File: src/rtl/mem_ctrl_pkg.sv
// Shared types and constants for the byte-serial RAM port controller.
package mem_ctrl_pkg;

  localparam int RAM_ADDR_W = 17;

  localparam logic [1:0] LEN_BYTE = 2'd0;
  localparam logic [1:0] LEN_HALF = 2'd1;
  localparam logic [1:0] LEN_WORD = 2'd2;

  typedef enum logic [2:0] {
    S_IDLE   = 3'd0,
    S_RD_IF  = 3'd1,
    S_RD_MEM = 3'd2,
    S_WR_MEM = 3'd3,
    S_DONE   = 3'd4
  } state_t;

  // Byte count for a load/store length code; the illegal code 3 behaves as a word.
  function automatic logic [2:0] len_bytes(input logic [1:0] len);
    case (len)
      LEN_BYTE: len_bytes = 3'd1;
      LEN_HALF: len_bytes = 3'd2;
      LEN_WORD: len_bytes = 3'd4;
      default:  len_bytes = 3'd4;
    endcase
  endfunction

endpackage

File: src/rtl/mem_ctrl.sv
// Arbitrates one byte-wide synchronous RAM between instruction fetch and load/store,
// sequencing each request into 1, 2 or 4 little-endian byte transactions.
module mem_ctrl
  import mem_ctrl_pkg::*;
#(
  parameter int ADDR_W = RAM_ADDR_W
) (
  input  logic              clk,
  input  logic              rst,
  input  logic              if_req_i,
  input  logic [31:0]       if_addr_i,
  output logic [31:0]       if_inst_o,
  output logic              if_done_o,
  input  logic              mem_req_i,
  input  logic              mem_we_i,
  input  logic [1:0]        mem_len_i,
  input  logic [31:0]       mem_addr_i,
  input  logic [31:0]       mem_wdata_i,
  output logic [31:0]       mem_rdata_o,
  output logic              mem_done_o,
  output logic [ADDR_W-1:0] ram_addr_o,
  output logic [7:0]        ram_dout_o,
  output logic              ram_wr_o,
  input  logic [7:0]        ram_din_i,
  output logic              stallreq_if_o,
  output logic              stallreq_mem_o
);

  state_t              r_state;
  state_t              w_next_state;
  logic [2:0]          r_cnt;
  logic [2:0]          r_n;
  logic [ADDR_W-1:0]   r_addr;
  logic [31:0]         r_wdata;
  logic [23:0]         r_buf;
  logic                r_is_mem;
  logic [31:0]         r_if_inst;
  logic [31:0]         r_mem_rdata;
  logic [31:0]         w_word;
  logic                w_unused;

  assign w_unused = ^{if_addr_i[31:ADDR_W], mem_addr_i[31:ADDR_W]};

  // Next-state selection; MEM wins arbitration and a dropped fetch request aborts the read.
  always_comb begin
    w_next_state = r_state;
    case (r_state)
      S_IDLE: begin
        if (mem_req_i) begin
          w_next_state = mem_we_i ? S_WR_MEM : S_RD_MEM;
        end else if (if_req_i) begin
          w_next_state = S_RD_IF;
        end else begin
          w_next_state = S_IDLE;
        end
      end
      S_RD_IF: begin
        if (!if_req_i) begin
          w_next_state = S_IDLE;
        end else if (r_cnt == r_n) begin
          w_next_state = S_DONE;
        end else begin
          w_next_state = S_RD_IF;
        end
      end
      S_RD_MEM: begin
        if (r_cnt == r_n) begin
          w_next_state = S_DONE;
        end else begin
          w_next_state = S_RD_MEM;
        end
      end
      S_WR_MEM: begin
        if (r_cnt == r_n - 3'd1) begin
          w_next_state = S_DONE;
        end else begin
          w_next_state = S_WR_MEM;
        end
      end
      S_DONE:  w_next_state = S_IDLE;
      default: w_next_state = S_IDLE;
    endcase
  end

  // Final assembled value: the last byte arrives on ram_din_i in the capture cycle.
  always_comb begin
    case (r_n)
      3'd1:    w_word = {24'd0, ram_din_i};
      3'd2:    w_word = {16'd0, ram_din_i, r_buf[7:0]};
      default: w_word = {ram_din_i, r_buf};
    endcase
  end

  // State, byte counter, request latches and assembled result registers.
  always_ff @(posedge clk) begin
    if (rst) begin
      r_state     <= S_IDLE;
      r_cnt       <= 3'd0;
      r_n         <= 3'd0;
      r_addr      <= '0;
      r_wdata     <= 32'd0;
      r_buf       <= 24'd0;
      r_is_mem    <= 1'b0;
      r_if_inst   <= 32'd0;
      r_mem_rdata <= 32'd0;
    end else begin
      r_state <= w_next_state;
      case (r_state)
        S_IDLE: begin
          r_cnt <= 3'd0;
          if (mem_req_i) begin
            r_is_mem <= 1'b1;
            r_addr   <= mem_addr_i[ADDR_W-1:0];
            r_n      <= len_bytes(mem_len_i);
            r_wdata  <= mem_wdata_i;
          end else if (if_req_i) begin
            r_is_mem <= 1'b0;
            r_addr   <= if_addr_i[ADDR_W-1:0];
            r_n      <= 3'd4;
            r_wdata  <= 32'd0;
          end
        end
        S_RD_IF, S_RD_MEM: begin
          r_cnt <= r_cnt + 3'd1;
          if (r_cnt == r_n) begin
            if (r_state == S_RD_MEM) begin
              r_mem_rdata <= w_word;
            end else if (if_req_i) begin
              r_if_inst <= w_word;
            end
          end else begin
            case (r_cnt)
              3'd1:    r_buf[7:0]   <= ram_din_i;
              3'd2:    r_buf[15:8]  <= ram_din_i;
              3'd3:    r_buf[23:16] <= ram_din_i;
              default: r_buf        <= r_buf;
            endcase
          end
        end
        S_WR_MEM: r_cnt <= r_cnt + 3'd1;
        default:  r_cnt <= r_cnt;
      endcase
    end
  end

  // RAM port drive; the write strobe is also masked directly by reset.
  always_comb begin
    ram_addr_o = '0;
    ram_dout_o = 8'd0;
    ram_wr_o   = 1'b0;
    if (r_state == S_WR_MEM) begin
      ram_addr_o = r_addr + ADDR_W'(r_cnt);
      ram_wr_o   = !rst;
      case (r_cnt)
        3'd0:    ram_dout_o = r_wdata[7:0];
        3'd1:    ram_dout_o = r_wdata[15:8];
        3'd2:    ram_dout_o = r_wdata[23:16];
        default: ram_dout_o = r_wdata[31:24];
      endcase
    end else if ((r_state == S_RD_IF || r_state == S_RD_MEM) && r_cnt < r_n) begin
      ram_addr_o = r_addr + ADDR_W'(r_cnt);
    end else begin
      ram_addr_o = '0;
    end
  end

  assign if_done_o      = (r_state == S_DONE) && !r_is_mem;
  assign mem_done_o     = (r_state == S_DONE) && r_is_mem;
  assign if_inst_o      = r_if_inst;
  assign mem_rdata_o    = r_mem_rdata;
  assign stallreq_if_o  = if_req_i && !if_done_o;
  assign stallreq_mem_o = mem_req_i && !mem_done_o;

endmodule

File: config.mk
export PLATFORM = sky130hd
export DESIGN_NAME = mem_ctrl
export DESIGN_NICKNAME = d
export VERILOG_FILES = /design/src/rtl/mem_ctrl_pkg.sv /design/src/rtl/mem_ctrl.sv
export SDC_FILE = /design/constraint.sdc
export NUM_CORES = 1
export LEC_CHECK = 0
export CAP_MARGIN = 25
export CORE_MARGIN = 2
export CORE_UTILIZATION = 39
export DETAILED_ROUTE_END_ITERATION = 7
export GPL_TIMING_DRIVEN = 0
export PLACE_DENSITY_LB_ADDON = 0.3
export SLEW_MARGIN = 20
export SYNTH_ARGS = -nofsm -noshare
export SYNTH_HDL_FRONTEND = slang
export SYNTH_SLANG_ARGS = --single-unit
File: constraint.sdc
create_clock -name clk -period 1.9 [get_ports clk]
set_clock_uncertainty 0.1 [all_clocks]
set_input_delay 0.19 -clock clk [delete_from_list [all_inputs] [get_ports clk]]
set_output_delay 0.19 -clock clk [all_outputs]
set_load 0.02 [all_outputs]
==> reports/qor.txt <==
I/O pin count -> 205
synthesized cell area -> 6570 µm²
post-synthesis sequential area ratio -> 44.8%
fmax -> 0.399 GHz
layout cells sized above 1 -> 26.6%
Worst-path clk slew -> 60 ps
WP buf/inv -> 2
critical path arrival -> 2220 ps
Pre-antenna DRT Iters -> 5
CTS Sinks -> 147
Std-Cell Core Area -> 16500 µm²
Critical Path Sink Type -> primary output
Wirelength per Cell -> 18.0 µm
vias in the first global route -> 5945
fraction of registers with async set/reset -> 0%
pin count of the biggest net entering global routing -> 17
Clock Path Buffers -> 2
leakage power -> 3.95 nW
syn_nets -> 834
pwr dens -> 945 nW/µm²
initial antenna violation count -> 0
Synth Register Bits -> 147
final setup violation count -> 98
GRT Resource Usage Total -> 23.0%
family with the most delay on the worst path -> adder cells
NumNets Final -> 1069
Post-Synthesis Cells -> 708
initial DRC count -> 441
crit path time final -> 2510 ps
Detailed Place HPWL -> 14300 µm
yosys warns -> 0
RD Place Congestion -> 0.806
Num CTS Buffers -> 17
crit path from -> r_cnt[0]
worst hold start -> rst
# diodes -> 0
Site Rows -> 47
Mapped Avg Cell Area -> 9.27 µm²
Max Cap Violations -> 0
CP Class -> reg2out
Max VDD drop -> 0.591 mV
failing checks -> negative setup slack
Hold WC Path Type -> in2reg
slowest stage delay, CP -> 370 ps
Crit path top cell by count -> buf_4
fin crit share -> 132%
synth unique cells -> 53
RSZ-0062 raised after global routing -> yes
max-slew violation count -> 0
CTS tree -> yes
Post-synth top flop -> dfxtp_1
GRT Residual Overflow -> 0
startpoint types -> flop
antenna viol nets, final -> 0
Critical Path RT -> 1610 ps
Pwr Total -> 9.77 mW
Vias per Instance -> 5.23
slowest cell on the critical path -> dfxtp_4
r2r startpoint -> r_cnt[1]
via count -> 6147
starting density of the core -> 39.7%
Die Width -> 134 µm
CTS Root Cell -> clkbuf_16
Max H-tree Level -> 4
Synth-to-Final Area Change -> 57.5%
filler cell count -> 1332
Final Instance Count excl. Fillers -> 1176
total die area -> 17900 µm²
first-pass GRT wire length -> 32100 µm
commonest non-fill, non-tap cell in the layout -> nor2_1
status -> complete, but fails checks
most frequent cells in the layout -> nor2_1 (150), clkdlybuf4s50_1 (142), dfxtp_1 (139), mux2i_1 (73), a22oi_1 (44)
Post-Route WL -> 21200 µm
Worst slew margin -> 50.8%
Slew @ Worst Pin -> 738 ps
Final WS setup -> -608 ps
cells along the critical path -> ha_4, fa_2, a21oi_4, buf_4, nor4_2, xnor2_1, nor2_4, buf_4
Worst Path Max Fanout -> 6
port bufs -> 172
Vert. Die Dim -> 134 µm
DP Cell Count -> 1100
Post-synth EDFFs -> 0
Clk Latency, worst-skew pair -> 420 ps
DRC viols -> 0
Hold Fails Final Rpt -> 0
[area by class of cell]
type | count | area (µm²) | share of cell area, %
flip-flops and latches | 147 | 2960 | 28.6
clock buffers | 19 | 453 | 4.38
multi-input cells | 495 | 3870 | 37.4
repair buffers | 218 | 2180 | 21.1
clock inverters | 13 | 135 | 1.31
plain buffers | 52 | 424 | 4.10
inverters | 12 | 45.0 | 0.436
well taps | 220 | 275 | 2.66
[registers in the layout, summed over array words and instances (netlist names)]
name,count
r_addr,17
r_wdata,32
mem_rdata_o,32
r_is_mem,1
r_buf,24
r_state,3
if_inst_o,32
r_cnt,3
r_n,3
[cells by family (layout without fill, tap and decap cells)]
group	Yosys count	after routing	synth area share [%]
and+or+nand+nor	248	248	17.9
DFF	147	147	44.8
xor gates and xnor gates	14	14	2.38
muxes	74	74	11.3
buffers and inverters	66	314	4.67
AOI/OAI and AO/OA	144	144	16.0
adders and majority gates	15	15	2.97
[repair_timing]
item | 4_1_cts | 5_1_grt
hold endpoints to repair | 0 | 0
buffers inserted | 30 | 12
pin swaps | 40 | 26
endpoints found under the setup margin | 103 | 117
gates cloned | 4 | 2
resized for setup | 229 | 75
hold buffers | 0 | 0
[layer usage]
layer	GRT usage, %	share of wire [%]	routed length (µm)	up-vias
li1	-	-	-	2973
met1	29.8	43	9120	2937
met2	37.4	48	10100	205
met3	6.66	7.7	1630	32
met4	6.50	1.7	351	0
met5	0	0	0	-
[stage by stage]
stage | setup slack [ps] | cell area (µm²) | utilization [%] | hold slack [ps] | setup TNS (ps)
finish | -608 | 10300 | 62.6 | 139 | -19630
global route | -664 | 10300 | 62.6 | 146 | -28030
CTS | -586 | 9960 | 60.3 | 90.6 | -12320
detailed placement | -873 | 8800 | 53.2 | 381 | -42850
global placement | -869 | 8800 | 53.2 | 368 | -42410
floorplan | -56.9 | 6800 | - | 234 | -590
[synthesized netlist by cell type (3+ instances only)]
| master | number | area (µm²) |
|---|---|---|
| nor2b_1 | 7 | 43.8 |
| nor2_1 | 180 | 676 |
| nand3_1 | 4 | 20.0 |
| buf_4 | 9 | 67.6 |
| nand4_1 | 3 | 18.8 |
| nand2_1 | 8 | 30.0 |
| a222oi_1 | 8 | 80.1 |
| a22oi_1 | 50 | 375 |
| inv_1 | 12 | 45.0 |
| and2_1 | 16 | 100 |
| ha_1 | 14 | 175 |
| buf_1 | 3 | 11.3 |
| buf_2 | 20 | 100 |
| nor3_1 | 5 | 25.0 |
| mux2i_1 | 74 | 741 |
| dfxtp_1 | 147 | 2940 |
| a211oi_1 | 51 | 383 |
| nand3b_1 | 3 | 22.5 |
| clkbuf_1 | 22 | 82.6 |
| a21oi_1 | 20 | 100 |
| xnor2_1 | 12 | 105 |
[where the power goes]
group,switching [mW],leakage (nW),internal [mW]
sequential,0.255,1.20,3.36
combinational,1.47,2.46,1.36
clock,1.33,0.288,2.00
[worst paths after layout]
check,endpoint,cells past startpoint,slack [ps]
setup / recovery,ram_addr_o[12],8,-610
hold / removal,if_inst_o[17],2,140
setup reg to reg,mem_rdata_o[5],10,-260
hold reg to reg,r_buf[18],2,390
Power figures use the tool's default switching activity.
